--- config.mk ---
export PLATFORM = sky130hd
export DESIGN_NAME = input_debouncer
export DESIGN_NICKNAME = d
export VERILOG_FILES = /design/src/rtl/input_debouncer.sv
export SDC_FILE = /design/constraint.sdc
export NUM_CORES = 1
export LEC_CHECK = 0
export BUFFER_PORTS_ARGS = -buffer_cell sky130_fd_sc_hd__buf_4
export CORE_MARGIN = 2
export CORE_UTILIZATION = 55
export DETAILED_ROUTE_END_ITERATION = 8
export GPL_TIMING_DRIVEN = 1
export PLACE_DENSITY_LB_ADDON = 0.25
export SYNTH_ARGS = -nofsm -noshare
export SYNTH_HDL_FRONTEND = slang
export SYNTH_SLANG_ARGS = --single-unit
export TNS_END_PERCENT = 1
--- constraint.sdc ---
create_clock -name clk -period 4.14 [get_ports clk]
set_input_delay 0.414 -clock clk [delete_from_list [all_inputs] [get_ports clk]]
set_output_delay 0.414 -clock clk [all_outputs]
set_load 0.005 [all_outputs]
--- src/rtl/input_debouncer.sv ---
// Per-channel synchronizer plus debounce filter for raw asynchronous inputs.
// Optional feature macro: DEBOUNCE_STATUS_EN adds the per-channel busy output.
module input_debouncer #(
  parameter int unsigned WIDTH           = 4,
  parameter int unsigned SYNC_STAGES     = 2,
  parameter int unsigned DEBOUNCE_CYCLES = 16,
  parameter logic        RESET_LEVEL     = 1'b0
) (
  input  logic             clk,
  input  logic             rst,
  input  logic [WIDTH-1:0] in_raw,
`ifdef DEBOUNCE_STATUS_EN
  output logic [WIDTH-1:0] busy,
`endif
  output logic [WIDTH-1:0] out_clean
);

  localparam int unsigned CntW = $clog2(DEBOUNCE_CYCLES + 1);
  localparam logic [CntW-1:0] CntLast = CntW'(DEBOUNCE_CYCLES - 1);
  localparam logic [CntW-1:0] CntMax  = CntW'(DEBOUNCE_CYCLES);
  localparam logic [CntW-1:0] CntOne  = CntW'(1);

  localparam logic [0:0] StStable   = 1'b0;
  localparam logic [0:0] StCounting = 1'b1;

  logic [SYNC_STAGES-1:0] r_sync [WIDTH];
  logic [WIDTH-1:0]       r_state;
  logic [CntW-1:0]        r_cnt  [WIDTH];
  logic [WIDTH-1:0]       r_out;

  logic [WIDTH-1:0]       w_s;
  logic [WIDTH-1:0]       w_state_d;
  logic [CntW-1:0]        w_cnt_d [WIDTH];
  logic [WIDTH-1:0]       w_out_d;

  // Plain shift chain: nothing may sit between stages or metastability can leak through.
  always_ff @(posedge clk or posedge rst) begin
    if (rst) begin
      for (int i = 0; i < WIDTH; i++) begin
        r_sync[i] <= {SYNC_STAGES{RESET_LEVEL}};
      end
    end else begin
      for (int i = 0; i < WIDTH; i++) begin
        r_sync[i] <= {r_sync[i][SYNC_STAGES-2:0], in_raw[i]};
      end
    end
  end

  always_comb begin
    for (int i = 0; i < WIDTH; i++) begin
      w_s[i] = r_sync[i][SYNC_STAGES-1];
    end
  end

  always_comb begin
    w_state_d = r_state;
    w_out_d   = r_out;
    for (int i = 0; i < WIDTH; i++) begin
      w_cnt_d[i] = r_cnt[i];
      case (r_state[i])
        StStable: begin
          w_cnt_d[i] = '0;
          if (w_s[i] != r_out[i]) begin
            if (DEBOUNCE_CYCLES == 1) begin
              w_out_d[i] = w_s[i];
            end else begin
              w_state_d[i] = StCounting;
              w_cnt_d[i]   = CntOne;
            end
          end
        end
        StCounting: begin
          if (w_s[i] == r_out[i]) begin
            w_state_d[i] = StStable;
            w_cnt_d[i]   = '0;
          end else if (r_cnt[i] == CntLast) begin
            w_out_d[i]   = w_s[i];
            w_state_d[i] = StStable;
            w_cnt_d[i]   = '0;
          end else if (r_cnt[i] != CntMax) begin
            w_cnt_d[i] = r_cnt[i] + CntOne;
          end
        end
        default: begin
          w_state_d[i] = StStable;
          w_cnt_d[i]   = '0;
        end
      endcase
    end
  end

  always_ff @(posedge clk or posedge rst) begin
    if (rst) begin
      r_state <= {WIDTH{StStable}};
      r_out   <= {WIDTH{RESET_LEVEL}};
      for (int i = 0; i < WIDTH; i++) begin
        r_cnt[i] <= '0;
      end
    end else begin
      r_state <= w_state_d;
      r_out   <= w_out_d;
      for (int i = 0; i < WIDTH; i++) begin
        r_cnt[i] <= w_cnt_d[i];
      end
    end
  end

  assign out_clean = r_out;

`ifdef DEBOUNCE_STATUS_EN
  assign busy = r_state;
`endif

endmodule

== After elaboration in Yosys (flattened, before gate mapping) ==
Index checks and enable logic that the tools add are counted.

* Register bits: 36
* Bits of input ports: 6
* Logic and storage cells: 85
* Output and inout port bits: 4

* Bitwise logic cells: 8
* Reduce and logical (&&, ||, !) cells: 4
* Add/subtract/negate cells: 4
* Muxes and demuxes: 36
* Equality and inequality tests: 20

{| class="wikitable"
|+ Operators by type and width
! operator !! number
|-
| 5-bit 2-to-1 mux || 12
|-
| 5-bit one-hot mux with 2 select lines || 4
|-
| 5-bit by 1-bit adder with 5-bit output, second input constant || 4
|-
| 5-bit by 4-bit == test with 1-bit output, second input constant || 4
|-
| 5-bit != test, second input constant || 4
|-
| 1-bit 2-to-1 mux || 16
|-
| 4-bit by 1-bit != test with 1-bit output, second input constant || 4
|-
| 3-bit AND reduction || 4
|-
| 1-bit inverter || 8
|-
| 1-bit one-hot mux with 2 select lines || 4
|-
| 1-bit == test || 4
|-
| 1-bit != test || 4
|}

== Logic depth before layout (Yosys ltp) ==
Gate-level depths: netlist (run 1).

* Depth after elaboration: 5
* Depth in mapped cells: 5

== Worst setup path before layout (run 1) ==
OpenSTA, ideal clock, no wires.

* Kind: register to register
* Start: register r_cnt[15] (netlist bit)
* End: register r_out[0] (netlist: out_clean[0])
* Data arrival time: 1.304 ns
* Library setup time: 0.127 ns
* Setup slack: 2.709 ns
* Stages on the path, launching flop included: 5
* Required time: 4.013 ns
* Clock period less this slack: 1.431 ns
* Path through: dfrtp_1 -> ha_1 -> and4b_1 -> and2_1 -> mux2_1

* Cells in the longest elaborated chain, start to end: 2

{| class="wikitable"
|+ Ends and longest elaborated chain
! element !! RTL line !! source
|-
| from (decl) || 28 || <nowiki>logic [CntW-1:0] r_cnt [WIDTH];</nowiki>
|-
| from (signal, indexed assignment) || 103 || <nowiki>r_cnt[i] <= w_cnt_d[i];</nowiki>
|-
| 5-bit by 4-bit == test with 1-bit output || 76 || <nowiki>end else if (r_cnt[i] == CntLast) begin</nowiki>
|-
| 3-bit AND reduction (no line) || n/a ||
|-
| to (signal assigned) || 95 || <nowiki>r_out <= {WIDTH{RESET_LEVEL}};</nowiki>
|-
| to (signal assigned) || 101 || <nowiki>r_out <= w_out_d;</nowiki>
|-
| to (decl) || 29 || <nowiki>logic [WIDTH-1:0] r_out;</nowiki>
|}

Every way passes these cells.
A chain may end at the register's enable or synchronous reset.

== Final worst setup path (run 1) ==
* Start: register r_cnt[10] (netlist bit)
* End: register r_cnt[10] (netlist bit)

* Cells in the longest elaborated chain, start to end: 5
* Elaborated cells on any way between the ends: 8

{| class="wikitable"
|+ Ends and longest elaborated chain
! element !! RTL line !! source
|-
| 5-bit by 1-bit adder with 5-bit output || 81 || <nowiki>w_cnt_d[i] = r_cnt[i] + CntOne;</nowiki>
|-
| 5-bit 2-to-1 mux || 80 || <nowiki>end else if (r_cnt[i] != CntMax) begin</nowiki>
|-
| 5-bit 2-to-1 mux || 76 ||
|-
| 5-bit 2-to-1 mux || 73 || <nowiki>if (w_s[i] == r_out[i]) begin</nowiki>
|-
| 5-bit one-hot mux with 2 select lines || 60 || <nowiki>case (r_state[i])</nowiki>
|}

Parallel ways exist; a longest one is shown, timed or not. The select of a mux whose other input is x is not followed.

==> implementation parameters, run 1 <==
Parameter                              Value

Clock network
  Hold-fix buffer count after cts ... 0
  Buffers inserted during post-CTS setup optimization ... 0
  Clock Latency Late Sink ... 0.31 ns
  Clock tree root driver cell ... sky130_fd_sc_hd__clkbuf_4
  Number of CTS-inserted buffers ... 5
  Register clock-pin slew on the reported worst setup and hold paths ... 0.10 ns
  Clock tree from TritonCTS ... done
  Number of buffers on the longest clock path ... 2
  # H-tree levels ... 2
  Cells resized by post-CTS repair ... 0
  CTS Sinks ... 36

Drt
  Routed length per placed instance ... 13.25 µm
  Detailed-route via count ... 1019
  Total DRC errors in the routed layout ... 0
  Average vias per placed instance ... 5.478
  ANT nets after route ... 0
  Iteration count of the initial detailed-routing pass ... 4
  1st-iter DRT viols ... 31
  Wirelength, routed ... 2.464 mm

Floorplanning
  Die width ... 58.07 µm
  I/O pin total ... 10
  Die Outline Area ... 3372 µm²
  Vertical die dimension ... 58.07 µm
  Initial Util ... 0.5830
  Standard-cell row count ... 19
  Core Box Area ... 2758 µm²

GRT
  Largest net degree at the start of global routing ... 37
  GRT Total Usage ... 0.1718
  Initial antenna violation count ... 0
  Vias in the first global route ... 1016
  Wire length of the first global-routing pass ... 4.416 mm
  Global route overflow ... 0

Worst setup path
  Worst path cell trace ... ha_1, and4b_1, or3_1, a31oi_1
  Crit path kind ... flip-flop to flip-flop
  Cells on worst reg2reg path ... 4
  Crit path launch type ... flip-flop
  Reg2Reg Launch Point ... r_cnt[10]
  Max stage delay cell, worst path ... sky130_fd_sc_hd__dfrtp_1
  Arrival time reported for the critical path endpoint ... 1.77 ns
  Crit path capture type ... flip-flop
  Crit-path max cell delay ... 0.42 ns
  Critical Path RT ... 4.37 ns
  Terminus of the critical flop-to-flop path ... r_cnt[10]
  Setup slack of the worst register-to-register path ... 2.60 ns
  Largest driver fanout on the critical path ... 5

Timing
  Ratio of final minimum period to clock period ... 0.3717
  Final count of negative-setup-slack endpoints ... 0
  Remaining max-slew budget at the tightest pin ... 0.7119
  Time the final worst path needs with I/O delays and setup ... 1.539 ns
  Fin Setup TNS ... 0 ns
  Maximum operating frequency ... 649.8 MHz
  Final slew viol count ... 0
  Setup repair after global routing missed its margin ... false
  Slew at the pin with the worst max-slew slack ... 0.4322 ns
  Endpoints failing hold ... 0
  Clk_skew ... 0.007330 ns

Synth
  Post-synthesis cell type count ... 30
  Number of flip-flops and latches in the synthesized netlist ... 36
  Number of enable flip-flop cells after synthesis ... 0
  Number of nets in the synthesized netlist ... 151
  Cells after Synth ... 137
  Async set-reset flop share out of synthesis ... 1.000
  Most used DFF post-synth ... sky130_fd_sc_hd__dfrtp_1
  Syn_area_per_cell ... 11.74 µm²
  Post-synthesis cell area ... 1608 µm²
  Yosys warning total ... 0
  Share of the yosys chip area belonging to registers ... 0.5603

Pwr
  Worst vdd rail ir drop ... 0.0003822 V
  Sw frac ... 0.2237
  Final Total Pwr ... 0.0005964 W
  Combinational fraction of design power ... 0.062
  Power per standard cell area ... 335.0 nW/µm²
  Static Leak ... 0.7994 nW
  Clock Power Share ... 0.314
  Sequential share of power ... 0.624
  Switching power total ... 0.0001334 W
  Internal portion of total power ... 0.0004630 W

Cells and area
  Synth-to-layout area growth ... 10.74%
  Fin nets ... 168
  Number of antenna repair diodes ... 0
  Fill cells ... 212
  Share of post-route cells with drive strength above 1 ... 0.1484

Place
  IO Port Bufs ... 9
  Routability-driven placement congestion ratio ... 0.8275
  Total half-perimeter wirelength after legalization and detailed placement ... 1.814 mm

Hold path
  Type of the worst min-delay path ... input pin to asynchronous set/reset pin

Outcome
  Outcome ... finished, final reports clean

Flow run
  Number of max-cap violations ... 0
-- sequential cells by signal, indices dropped and copies added (netlist names) --
name / cells
out_clean: 4
r_sync: 8
r_cnt: 20
r_state: 4
-- power groups by stage --
stage | clock (W) | combinational (W) | sequential, W
global placement | 0 | 0.0000353 | 0.000378
global route | 0.000208 | 0.0000431 | 0.000374
detailed placement | 0 | 0.0000378 | 0.000379
finish | 0.000187 | 0.0000369 | 0.000372
floorplan | 0 | 0.0000268 | 0.000377
CTS | 0.000196 | 0.0000380 | 0.000372
-- per-stage QoR --
| stage | hold slack [ns] | cells | cell area [µm²] | utilization | worst slack (ns) |
|---|---|---|---|---|---|
| after floorplan | 0.3312 | 137 | 1608 | - | 2.709 |
| after global placement | 0.3328 | 178 | 1722 | 0.6243 | 2.674 |
| after detailed placement | 0.3472 | 178 | 1722 | 0.6243 | 2.636 |
| after CTS | 0.1808 | 186 | 1780 | 0.6456 | 2.615 |
| after global routing | 0.1760 | 186 | 1780 | 0.6456 | 2.528 |
| final | 0.1855 | 186 | 1780 | 0.6456 | 2.601 |
-- metal layers --
| layer | wire [µm] | global-route usage | up-vias |
|---|---|---|---|
| li1 | - | - | 512 |
| met2 | 1188 | 0.2760 | 10 |
| met4 | 18 | 0.04983 | 0 |
| met5 | 0 | 0 | - |
| met1 | 1182 | 0.2275 | 495 |
| met3 | 74 | 0.05134 | 2 |
-- cells in the mapped netlist (3+ instances only) --
cell type,n,area share
sky130_fd_sc_hd__a31oi_1,3,0.012
sky130_fd_sc_hd__nor2_1,8,0.019
sky130_fd_sc_hd__ha_1,8,0.062
sky130_fd_sc_hd__xnor2_1,7,0.038
sky130_fd_sc_hd__nand2b_1,3,0.012
sky130_fd_sc_hd__a21oi_1,4,0.012
sky130_fd_sc_hd__inv_1,10,0.023
sky130_fd_sc_hd__dfrtp_1,36,0.56
sky130_fd_sc_hd__xor2_1,4,0.022
sky130_fd_sc_hd__nand2_1,12,0.028
sky130_fd_sc_hd__mux2_1,4,0.028
sky130_fd_sc_hd__nor3_1,6,0.019
sky130_fd_sc_hd__nand3_1,8,0.025
-- logic make-up (layout without fill, tap and decap cells) --
group / after synthesis / in the layout / synth area share
AOI/OAI and AO/OA: 14 / 14 / 0.05681
adders and majority gates: 8 / 8 / 0.06226
and+or+nand+nor: 51 / 51 / 0.1899
DFF: 36 / 36 / 0.5603
buffers and inverters: 10 / 28 / 0.02335
muxes: 7 / 7 / 0.04747
xor gates and xnor gates: 11 / 11 / 0.05992
-- final cells by class --
| class | count | area, µm² | area share |
|---|---|---|---|
| Clock buffer | 8 | 58.81 | 0.03303 |
| Inverter | 10 | 37.54 | 0.02108 |
| Tap cell | 31 | 38.79 | 0.02178 |
| Multi-Input combinational cell | 91 | 669.4 | 0.3760 |
| Sequential cell | 36 | 900.9 | 0.5060 |
| Timing Repair Buffer | 10 | 75.07 | 0.04216 |
-- critical path: cells and delay by family, from the launching register on --
kind / cells / cell delay [ns]
adder cells (fa/ha/maj): 1 / 0.25
AO/OA/AOI/OAI: 1 / 0.17
AND/OR/NAND/NOR: 2 / 0.62
flip-flops: 1 / 0.42
-- cell usage in the layout (no fill, tap or decap), types with 2 or more instances in the layout --
| master | instances |
|---|---|
| sky130_fd_sc_hd__inv_1 | 10 |
| sky130_fd_sc_hd__nand2b_1 | 3 |
| sky130_fd_sc_hd__xnor2_1 | 7 |
| sky130_fd_sc_hd__nand2_1 | 12 |
| sky130_fd_sc_hd__dfrtp_1 | 36 |
| sky130_fd_sc_hd__a21oi_1 | 4 |
| sky130_fd_sc_hd__nor3b_2 | 2 |
| sky130_fd_sc_hd__clkbuf_4 | 5 |
| sky130_fd_sc_hd__a31oi_1 | 3 |
| sky130_fd_sc_hd__nand4bb_1 | 2 |
| sky130_fd_sc_hd__nand3_1 | 8 |
| sky130_fd_sc_hd__mux2i_1 | 2 |
| sky130_fd_sc_hd__nor3_1 | 6 |
| sky130_fd_sc_hd__buf_4 | 10 |
| sky130_fd_sc_hd__o21ai_0 | 2 |
| sky130_fd_sc_hd__xor2_1 | 4 |
| sky130_fd_sc_hd__mux2_1 | 4 |
| sky130_fd_sc_hd__and4b_1 | 2 |
| sky130_fd_sc_hd__a31o_2 | 2 |
| sky130_fd_sc_hd__nor2_1 | 8 |
| sky130_fd_sc_hd__clkbuf_1 | 2 |
| sky130_fd_sc_hd__nor4bb_1 | 2 |
| sky130_fd_sc_hd__ha_1 | 8 |
-- worst max path at each step --
stage / from / end / cells after the start
6_report: r_cnt[10] / r_cnt[10] / 4
5_1_grt: r_cnt[10] / r_cnt[10] / 4
4_1_cts: r_cnt[10] / r_cnt[10] / 4
3_5_place_dp: r_cnt[15] / out_clean[0] / 4
3_3_place_gp: r_cnt[15] / out_clean[0] / 4
2_1_floorplan: r_cnt[15] / out_clean[0] / 4
Power figures use the tool's default switching activity.
==> run 2: changes to the inputs <==
- ABC_AREA: default -> 1
- clock period: 4.14 -> 1.58 ns (I/O delays scaled with it)
==> implementation parameters, run 2 <==
Parameter                              Value

Outcome
  Outcome ... finished, final reports clean

Worst setup path
  Crit path capture type ... flip-flop
  Worst setup path endpoint ... r_cnt[15]
  Reg2Reg Launch Point ... r_cnt[15]
  Terminus of the critical flop-to-flop path ... r_cnt[15]
  Startpoint of the worst setup timing path ... r_cnt[15]
  Crit path launch type ... flip-flop
  Cells on worst reg2reg path ... 7 (+3)
  Setup slack of the worst register-to-register path ... 0.32 ns (-2.28 ns)
  Largest driver fanout on the critical path ... 4 (-1)
  Arrival time reported for the critical path endpoint ... 1.48 ns (-0.29 ns)
  Crit path kind ... flip-flop to flip-flop
  Critical Path RT ... 1.80 ns (-2.57 ns)

Synth
  Library cell with the largest summed area after synthesis ... sky130_fd_sc_hd__dfrtp_1
  Yosys warning total ... 0 (unchanged)
  Cells after Synth ... 191 (+39%)
  Async set-reset flop share out of synthesis ... 1.000 (unchanged)
  Most area-consuming cells after synthesis ... sky130_fd_sc_hd__dfrtp_1, sky130_fd_sc_hd__nand2_1, sky130_fd_sc_hd__ha_1
  Top-count cell post-synth ... sky130_fd_sc_hd__nand2_1
  Number of nets in the synthesized netlist ... 205 (+36%)
  Post-synthesis cell type count ... 23 (-23%)
  Most instantiated cells after synthesis ... sky130_fd_sc_hd__nand2_1, sky130_fd_sc_hd__dfrtp_1, sky130_fd_sc_hd__inv_1
  Syn_area_per_cell ... 9.086 µm² (-23%)
  Number of flip-flops and latches in the synthesized netlist ... 36 (unchanged)
  Most used DFF post-synth ... sky130_fd_sc_hd__dfrtp_1
  Post-synthesis cell area ... 1735 µm² (+7.9%)
  Share of the yosys chip area belonging to registers ... 0.5191 (-0.04121)
  Number of enable flip-flop cells after synthesis ... 0 (unchanged)
  Area share of the leading cell type in the synthesized netlist ... 0.5191 (-0.04121)

Timing
  Time the final worst path needs with I/O delays and setup ... 1.264 ns (-0.2754 ns)
  Final count of negative-setup-slack endpoints ... 0 (unchanged)
  Setup repair after global routing missed its margin ... false
  Endpoints failing hold ... 0 (unchanged)
  Slew at the pin with the worst max-slew slack ... 0.4361 ns (+0.003837 ns)
  Clk_skew ... 0.006347 ns (-0.0009830 ns)
  Remaining max-slew budget at the tightest pin ... 0.7093 (-0.002559)
  Maximum operating frequency ... 791.4 MHz (+22%)
  Final slew viol count ... 0 (unchanged)
  Fin Setup TNS ... 0 ns (unchanged)
  Ratio of final minimum period to clock period ... 0.7997 (+0.4280)

Floorplanning
  Die Outline Area ... 3620 µm² (+7.4%)
  Standard-cell row count ... 20 (+1)
  Core Box Area ... 3028 µm² (+9.8%)
  Vertical die dimension ... 60.17 µm (+3.6%)
  I/O pin total ... 10 (unchanged)
  Initial Util ... 0.5731 (-0.009890)
  Die width ... 60.17 µm (+3.6%)

Cells and area
  Top reg by flops ... r_cnt
  Fin nets ... 227 (+35%)
  Number of antenna repair diodes ... 0 (unchanged)
  Biggest registers after layout ... r_cnt (20), r_sync (8)
  Commonest cells after routing, fill and taps aside ... sky130_fd_sc_hd__nand2_1, sky130_fd_sc_hd__dfrtp_1, sky130_fd_sc_hd__inv_1, sky130_fd_sc_hd__nand4_1
  Commonest non-fill, non-tap cell in the layout ... sky130_fd_sc_hd__nand2_1
  Share of post-route cells with drive strength above 1 ... 0.1690 (+0.02063)
  Synth-to-layout area growth ... 14.13%
  Flip-flop count of the largest register after layout ... 20 (unchanged)

Clock network
  Clock tree from TritonCTS ... done
  Buffers inserted during post-CTS setup optimization ... 0 (unchanged)
  Number of CTS-inserted buffers ... 5 (unchanged)
  Register clock-pin slew on the reported worst setup and hold paths ... 0.10 ns (about the same)
  # H-tree levels ... 2 (unchanged)
  Clock tree root driver cell ... sky130_fd_sc_hd__clkbuf_4
  Clock Latency Late Sink ... 0.32 ns (about the same)
  Number of buffers on the longest clock path ... 2 (unchanged)
  CTS Sinks ... 36 (unchanged)

Place
  Total half-perimeter wirelength after legalization and detailed placement ... 2.081 mm (+15%)
  Routability-driven placement congestion ratio ... 0.8639 (+4.4%)
  IO Port Bufs ... 9 (unchanged)

Pwr
  Final Total Pwr ... 0.001633 W (+170%)
  Worst vdd rail ir drop ... 0.0005312 V (+39%)
  Static Leak ... 0.9395 nW (+18%)
  Power per standard cell area ... 824.7 nW/µm² (+150%)

Drt
  Metal2 WL ... 1.438 mm (+21%)
  Top layer in use ... met4
  1st-iter DRT viols ... 63 (+100%)
  Met1 wire length ... 1.328 mm (+12%)
  ANT nets after route ... 0 (unchanged)
  Iteration count of the initial detailed-routing pass ... 4 (unchanged)
  Wirelength, routed ... 2.878 mm (+17%)
  Average vias per placed instance ... 5.043 (-8.0%)
  WL met3 ... 79 µm (+6.8%)
  Detailed-route via count ... 1296 (+27%)
  Total DRC errors in the routed layout ... 0 (unchanged)
  Routed length per placed instance ... 11.20 µm (-15%)

GRT
  Largest net degree at the start of global routing ... 37 (unchanged)
  GRT Total Usage ... 0.1938 (+0.02206)
  Vias in the first global route ... 1245 (+23%)
  Global route overflow ... 0 (unchanged)
  Wire length of the first global-routing pass ... 5.264 mm (+19%)
  Initial antenna violation count ... 0 (unchanged)

Flow run
  Number of max-cap violations ... 0 (unchanged)

Hold path
  Type of the worst min-delay path ... flip-flop to flip-flop
==> run 2: cell types whose count changed in the layout (fill, tap and decap cells not counted), moves of 4 or more <==
cell / change
sky130_fd_sc_hd__dlygate4sd3_1: +5
sky130_fd_sc_hd__inv_1: +16
sky130_fd_sc_hd__inv_2: +4
sky130_fd_sc_hd__mux2_1: -4
sky130_fd_sc_hd__nand2_1: +28
sky130_fd_sc_hd__nand4_1: +12
sky130_fd_sc_hd__nor2_2: +5
sky130_fd_sc_hd__xnor2_1: -4
==> run 2: report_power, final <==
| part | leakage, nW | internal [W] | switching [W] |
|---|---|---|---|
| logic | 0.435 | 0.0000547 | 0.0000773 |
| registers | 0.467 | 0.000951 | 0.0000285 |
| clock network | 0.0374 | 0.000252 | 0.000270 |
| total | 0.939 | 0.00126 | 0.000375 |
==> run 2: worst min-delay path by stage <==
stage	startpoint	to	slack [ns]	depth (start not counted)
2_1_floorplan	in_raw[3]	r_sync[0]	0.19	0
3_3_place_gp	in_raw[3]	r_sync[0]	0.27	1
3_5_place_dp	in_raw[0]	r_sync[6]	0.27	1
4_1_cts	r_sync[6]	r_sync[7]	0.36	0
5_1_grt	r_sync[4]	r_sync[5]	0.37	0
6_report	r_sync[6]	r_sync[7]	0.36	0
==> run 2: final cells by class <==
type | count | area (µm²)
sequential | 36 | 900.9
timing repair buffer | 15 | 125.1
tap | 44 | 55.05
multi-input combinational | 125 | 721.9
fill | 254 | 1047
inverter | 30 | 112.6
clock buffer | 7 | 65.06
==> run 2: per-stage QoR <==
stage / instances / util / cell area, µm² / setup WS [ns] / hold WS, ns
global placement: 245 / 0.6161 / 1866 / 0.3900 / 0.2672
floorplan: 191 / - / 1735 / 0.4454 / 0.1894
detailed placement: 245 / 0.6161 / 1866 / 0.3343 / 0.2686
finish: 257 / 0.6541 / 1981 / 0.3165 / 0.3583
global route: 257 / 0.6541 / 1981 / 0.2171 / 0.3682
CTS: 257 / 0.6541 / 1981 / 0.3155 / 0.3604
==> run 2: critical path: stages (launching register included) <==
cell and delay, ns:
sky130_fd_sc_hd__dfrtp_1 0.43, sky130_fd_sc_hd__inv_1 0.09, sky130_fd_sc_hd__ha_1 0.15, sky130_fd_sc_hd__nand2_1 0.08
sky130_fd_sc_hd__nor2_4 0.16, sky130_fd_sc_hd__nand3_1 0.10, sky130_fd_sc_hd__nand3_1 0.09, sky130_fd_sc_hd__nand2_1 0.05
==> run 2: kinds of logic after synthesis <==
logic type,after synthesis,share of synthesized area
AO/OA/AOI/OAI,16,0.05191
flip-flops,36,0.5191
adder cells (fa/ha/maj),8,0.05768
XOR/XNOR,8,0.04038
buffers and inverters,30,0.06488
AND/OR/NAND/NOR,93,0.2660
==> run 2: repair_timing <==
| action | CTS | global route |
|---|---|---|
| resized for setup | 0 | 0 |
| endpoints found under the hold margin | 40 | 0 |
| setup endpoints to repair | 0 | 0 |
| hold buffers | 5 | 0 |
==> run 2: per-layer routing <==
| metal | global-route usage | vias to the layer above |
|---|---|---|
| met5 | 0 | - |
| met4 | 0.05714 | 0 |
| met3 | 0.04545 | 6 |
| met2 | 0.3276 | 22 |
| met1 | 0.2465 | 604 |
| li1 | - | 664 |
